File: src/rtl/uart_operand_framer.sv
// Packs UART bytes MSB-first into {opA, opB} frames for the iterative multiplier.
// An inter-byte timeout discards partial frames; discards are counted (saturating).
module uart_operand_framer #(
  parameter int BytesPerFrame  = 8,
  parameter int TimeoutCycles  = 4096,
  parameter int DropCountWidth = 8
) (
  input  logic                         clk_i,
  input  logic                         reset_i,
  input  logic [7:0]                   byte_data_i,
  input  logic                         byte_valid_i,
  output logic                         byte_ready_o,
  output logic [8*BytesPerFrame-1:0]   frame_data_o,
  output logic                         frame_valid_o,
  input  logic                         frame_yumi_i,
  output logic                         drop_pulse_o,
  output logic [DropCountWidth-1:0]    drop_count_o
);

  localparam int CntW = $clog2(BytesPerFrame + 1);
  localparam int TmoW = $clog2(TimeoutCycles);
  localparam int FrW  = 8 * BytesPerFrame;

  typedef enum logic {COLLECT, FULL} state_e;

  state_e                    state_q, state_d;
  logic [CntW-1:0]           cnt_q, cnt_d;
  logic [TmoW-1:0]           tmo_q, tmo_d;
  logic [FrW-1:0]            shreg_q, shreg_d;
  logic                      drop_q, drop_d;
  logic [DropCountWidth-1:0] drops_q, drops_d;
  logic                      accept;

  assign accept = byte_valid_i && (state_q == COLLECT);

  always_comb begin
    state_d = state_q;
    cnt_d   = cnt_q;
    tmo_d   = tmo_q;
    shreg_d = shreg_q;
    drops_d = drops_q;
    drop_d  = 1'b0;
    case (state_q)
      COLLECT: begin
        if (accept) begin
          // An accept always wins over a timeout firing in the same cycle.
          shreg_d = {shreg_q[FrW-9:0], byte_data_i};
          tmo_d   = '0;
          if (cnt_q == CntW'(BytesPerFrame - 1)) begin
            cnt_d   = CntW'(BytesPerFrame);
            state_d = FULL;
          end else begin
            cnt_d = cnt_q + 1'b1;
          end
        end else if (cnt_q != '0) begin
          if (tmo_q == TmoW'(TimeoutCycles - 1)) begin
            cnt_d  = '0;
            tmo_d  = '0;
            drop_d = 1'b1;
            if (drops_q != '1) drops_d = drops_q + 1'b1;
          end else begin
            tmo_d = tmo_q + 1'b1;
          end
        end
      end
      FULL: begin
        if (frame_yumi_i) begin
          cnt_d   = '0;
          state_d = COLLECT;
        end
      end
      default: state_d = COLLECT;
    endcase
  end

  always_ff @(posedge clk_i) begin
    if (reset_i) begin
      state_q <= COLLECT;
      cnt_q   <= '0;
      tmo_q   <= '0;
      shreg_q <= '0;
      drop_q  <= 1'b0;
      drops_q <= '0;
    end else begin
      state_q <= state_d;
      cnt_q   <= cnt_d;
      tmo_q   <= tmo_d;
      shreg_q <= shreg_d;
      drop_q  <= drop_d;
      drops_q <= drops_d;
    end
  end

  assign byte_ready_o  = (state_q == COLLECT);
  assign frame_valid_o = (state_q == FULL);
  assign frame_data_o  = shreg_q;
  assign drop_pulse_o  = drop_q;
  assign drop_count_o  = drops_q;

endmodule
File: config.mk
export PLATFORM = sky130hd
export DESIGN_NAME = uart_operand_framer
export DESIGN_NICKNAME = d
export VERILOG_FILES = /design/src/rtl/uart_operand_framer.sv
export SDC_FILE = /design/constraint.sdc
export NUM_CORES = 1
export LEC_CHECK = 0
export CORE_MARGIN = 5
export CORE_UTILIZATION = 60
export CTS_BUF_LIST = sky130_fd_sc_hd__clkbuf_8
export CTS_CLUSTER_SIZE = 10
export DETAILED_ROUTE_END_ITERATION = 16
export DONT_BUFFER_PORTS = 1
export PLACE_DENSITY = 0.76
export SLEW_MARGIN = 20
export SYNTH_ARGS = -nofsm -noshare
export SYNTH_HDL_FRONTEND = slang
export SYNTH_SLANG_ARGS = --single-unit
File: constraint.sdc
create_clock -name clk_i -period 2.6 [get_ports clk_i]
set_input_delay 0.39 -clock clk_i [delete_from_list [all_inputs] [get_ports clk_i]]
set_output_delay 0.39 -clock clk_i [all_outputs]
set_load 0.005 [all_outputs]
# --- Word-level counts from Yosys, hierarchy flattened ---
# Cells that the tools add are included.
op_classes:
  addsub: 3
  mul: 0
  div_mod_pow: 0
  n_lt_le_gt_ge: 0
  eq_ne: 6
  shift: 0
  mux: 14
  bitwise_logic: 3
  n_reduce_logical: 8
ops:
  columns: ["operator", "n"]
  rows:
  - ["$mux 12", 3]
  - ["$mux 4", 5]
  - ["$add 12x1->12 const B", 1]
  - ["$eq 12x12->1 const B", 1]
  - ["$add 8x1->8 const B", 1]
  - ["$ne 8x8->1 const B", 1]
  - ["$pmux 4 s2", 1]
  - ["$ne 3x1->1 const B", 2]
  - ["$reduce_and 5->1", 1]
  - ["$add 4x1->4 const B", 1]
  - ["$eq 4x3->1 const B", 1]
  - ["$mux 1", 4]
  - ["$reduce_and 2->1", 2]
  - ["$reduce_bool 4->1", 1]
  - ["$reduce_or 4->1", 1]
  - ["$not 1->1", 3]
  - ["$reduce_and 3->1", 1]
  - ["$ne 2x2->1 const B", 1]
  - ["$pmux 1 s2", 1]
  - ["$reduce_bool 2->1", 1]
  - ["$logic_and 1x1->1", 1]
totals:
  register_bits: 90
  latchBits: 0
  mem_bits_rw: 0
  romBits: 0
  input_bits: 12
  out_inout_bits: 75
  mem_count: 0

# --- Logic depth before layout (Yosys ltp) ---
logic_depth:
  depth_word: 5
  depth_mapped: 7
  mapped_depth_nobuf: 6

# --- Worst setup path after synthesis ---
# No wires, ideal clock.
synth_path:
  path_kind: "register -> register"
  from: "reg tmo_q[0]"
  to: "reg drops_q[4] (netlist: drop_count_o[4])"
  setup_ps: 123
  arrival_time_ps: 1939
  slack_ps: 537
  stages_incl_launch_ff: 8
  path_buffers: 2
  period_less_slack_ps: 2063
  path_cell_list: "dfxtp_1 -> ha_1 -> nand2_1 -> or4_4 -> buf_6 -> buf_8 -> nor4_1 -> mux2_1"
synth_via:
  elab_chain_cells: 2
synth_rtl:
  columns: ["element", "line_no", "rtl"]
  rows:
  - ["start, declared", "28", "logic [TmoW-1:0] tmo_q, tmo_d;"]
  - ["start signal, assigned", "87", "tmo_q <= tmo_d;"]
  - ["$eq 12x12->1", "56", "if (tmo_q == TmoW'(TimeoutCycles - 1)) begin"]
  - ["$reduce_and 5->1 (no source line)", null, null]
  - ["end signal, assigned", "90", "drops_q <= drops_d;"]
  - ["end, declared", "31", "logic [DropCountWidth-1:0] drops_q, drops_d;"]
# Every way passes these cells.
# A chain may end at the register's enable or synchronous reset.

# --- Worst setup path in the final report ---
layout_path:
  from: "reg cnt_q[0]"
  to: "reg drops_q[3] (netlist: drop_count_o[3])"
layout_via:
  elab_chain_cells: 2
layout_rtl:
  columns: ["element", "line_no", "rtl"]
  rows:
  - ["start, declared", "27", "logic [CntW-1:0] cnt_q, cnt_d;"]
  - ["start signal, assigned", "86", "cnt_q <= cnt_d;"]
  - ["$reduce_bool 4->1", "55", "end else if (cnt_q != '0) begin"]
  - ["$reduce_and 5->1 (no source line)", null, null]
# Every way passes these cells.

==> metrics.md <==
| Metric | Value |
|---|---|
| Status | finished, final reports clean |
| WP depth | 6 |
| Number of buffers added on ports | 0 |
| Leakage | 1.23 nW |
| Slowest stage delay, CP | 0.51 ns |
| Synthesized area | 3590 um^2 |
| # H-tree levels | 3 |
| Period minus WS final | 2.28 ns |
| Reg clk slew, reported paths | 0.09 ns |
| CTS tree | yes |
| Initial antenna violation count | 0 |
| Routed len/inst | 15.1 um |
| Slew at the pin closest to its max-slew limit | 0.841 ns |
| Sequential area share after synthesis | 50.1% |
| Synth Area in XOR/XNOR | 1.71% |
| FMAX | 0.439 GHz |
| Setup TNS | 0 ns |
| GRT overflow | 0 |
| RSZ-0062 raised after global routing | no |
| Synth Area in Compound Gates | 14.7% |
| Maximum VDD drop | 412 uV |
| Cts repair resizes | 0 |
| Cell taking the most area after synthesis | dfxtp_1 |
| Synth warn | 0 |
| Arrival @ worst endpoint | 2.52 ns |
| Setup Skew | 0.00824 ns |
| Crit-path max FO | 11 |
| Final #Nets | 445 |
| Setup repair bufs after CTS | 0 |
| Clock Sink Count | 90 |
| Via/cell ratio | 5.66 |
| Number of synthesized flops with an enable pin | 0 |
| Adder-cell share of the synthesized area | 1.39% |
| Area contributors post-synth | dfxtp_1 (50%), nand2_1 (15%), a21oi_1 (9.5%), clkbuf_1 (2.4%), nor2_1 (1.8%) |
| Starting Density | 61.1% |
| Yosys reg bits | 90 |
| First drt pass iteration count | 5 |
| Cell Pwr Density | 650 nW/um^2 |
| Ant diodes | 0 |
| Synth Flop Type | dfxtp_1 |
| Relative slew slack | 43.5% |
| CP delay by family, top | simple AND/OR/NAND/NOR gates |
| Gpl congestion | 0.863 |
| Worst Hold Depth | 1 |
| Post-detail-place hpwl | 5040 um |
| Final Max Tran Viols | 0 |
| Worst path required time | 2.84 ns |
| Finish-stage setup viols | 0 |
| CP max stage cell | or3_1 |
| Clk root buf | clkbuf_8 |
| Largest family of logic cells by synthesized area | simple AND/OR/NAND/NOR gates |
| Largest net degree at the start of global routing | 86 |
| Clk_lat worst skew | 0.35 ns |
| Mapped Cells | 444 |
| Routed vias | 2880 |
| Post-synth cell types | 45 |
| DRC viols | 0 |
| Core box area | 5890 um^2 |
| Crit path cell chain | inv_1 -> ha_1 -> nor3b_1 -> or3_1 -> nor4_1 -> mux2_1 |
| Reg2Reg Depth | 6 |
| Clock Tree Buf Depth | 2 |
| Min-delay worst type | primary input to flip-flop |
| Mapped Avg Cell Area | 8.09 um^2 |
| Number of global-route vias before repair | 2677 |
| Worst reg-to-reg setup slack | 0.32 ns |
| CP Capture Type | flip-flop |
| Initial DRC count | 169 |
| # hold bufs at CTS | 0 |
| WS Path Type | flip-flop to flip-flop |
| Die area | 7640 um^2 |
| Chip width | 87.4 um |
| Post-synthesis mux area share | 1.25% |
| Area grow syn2layout | 5.85% |
| Tcrit/Tclk final | 87.7% |
| I/O pin cnt | 87 |
| Max Cap Viol | 0 |
| Routed WL | 7700 um |
| Syn Nets | 460 |
| First-pass GRT wire length | 12500 um |
| Post-synth ARST share | 0% |
| Final Hold Viols | 0 |
| Design Power | 2.47 mW |
| GR Util All Layers | 20.4% |
| WP buf/inv | 1 |
| Chip height | 87.4 um |
| Routed Antenna Nets | 0 |
| CP startpoint kind | flip-flop |
| Core Rows | 28 |
| Simple-Gate Fraction of Synth Area | 26.5% |
| CTS buffer count | 9 |
| Layout cell share with drive strength beyond 1 | 6.45% |
| Yosys top cell area share | 50.1% |
==> flip-flops by register name, summed over array words and instances (netlist names) <==
signal	flops
frame_valid_o	1
tmo_q	12
drop_pulse_o	1
drop_count_o	8
cnt_q	4
frame_data_o	64
==> worst paths after layout <==
kind / from / endpoint
max: cnt_q[0] / drop_count_o[3]
min: reset_i / tmo_q[9]
max reg2reg: cnt_q[0] / drop_count_o[3]
min reg2reg: tmo_q[10] / tmo_q[10]
==> placed cells by master, fill, tap and decap left out, types with 4 or more instances in the layout <==
cell type  count
mux2_1         4
xnor2_1        6
nor2_1        17
a21oi_1       68
ha_1           4
nor3_1         5
nor4_1         6
inv_1          7
nand2_1      142
dfxtp_1       90
a31oi_1        5
nand3_1        6
clkbuf_8       9
nor2b_1        7
nand4_1        4
or4_1          4
==> worst register-to-register path, delay by kind of cell (launching register included) <==
kind          cells  cell delay [ns]
buf+inv           1             0.07
fa+ha+maj         1             0.20
flops             1             0.43
mux               1             0.36
simple gates      3             1.09
==> cells by family (layout without fill, tap and decap cells) <==
group | count (synthesis) | after routing
adders and majority gates | 4 | 4
muxes | 4 | 4
AOI/OAI and AO/OA | 91 | 91
DFF | 90 | 90
buffers and inverters | 36 | 26
xor gates and xnor gates | 7 | 7
and+or+nand+nor | 212 | 212
==> area by class of cell <==
class                      instances  area [um^2]
clock buffer                       9          124
clock inverter                     7         77.6
fill                             527         2080
inverter                           7         26.3
multi-input combinational        318         1650
sequential                        90         1800
tap                               75         93.8
timing repair buffer               3         35.0
==> stage by stage <==
stage	utilization (%)	hold WS (ns)	setup WS, ns	std cells	cell area [um^2]
CTS	64.6	0.0898	0.341	509	3800
floorplan	-	0.422	0.537	444	3590
global route	64.6	0.0834	0.248	509	3800
finish	64.6	0.0979	0.320	509	3800
global placement	61.2	0.435	0.496	493	3600
detailed placement	61.2	0.445	0.357	493	3600
==> synth_stat cells (all sizes together) (2+ instances only) <==
cell and count:
nor3 5, xnor2 6, clkbuf 23, nor4b 3, o21ai 2, o311ai 3
or2 3, a311oi 3, and3 2, nand4 5, buf 6, nor2 17
ha 4, o22ai 2, nand2 143, inv 7, nand3 6, a31oi 5
dfxtp 90, or4 5, nand2b 2, a21oi 68, nor4 6, or3 2
nor2b 8, o31ai 3, nand4b 2, mux2 4
==> metal layers <==
| layer | vias up | wire [um] | global-route usage (%) |
|---|---|---|---|
| met4 | 0 | 82 | 8.93 |
| met1 | 1301 | 3280 | 26.2 |
| li1 | 1471 | - | - |
| met2 | 102 | 3580 | 30.9 |
| met3 | 6 | 755 | 7.00 |
| met5 | - | 0 | 0 |
==> power breakdown <==
part	internal, mW	switching, mW	total [mW]
registers	1.40	0.0198	1.42
clock network	0.452	0.505	0.957
logic	0.0320	0.0691	0.101
(Power assumes the default switching activity.)
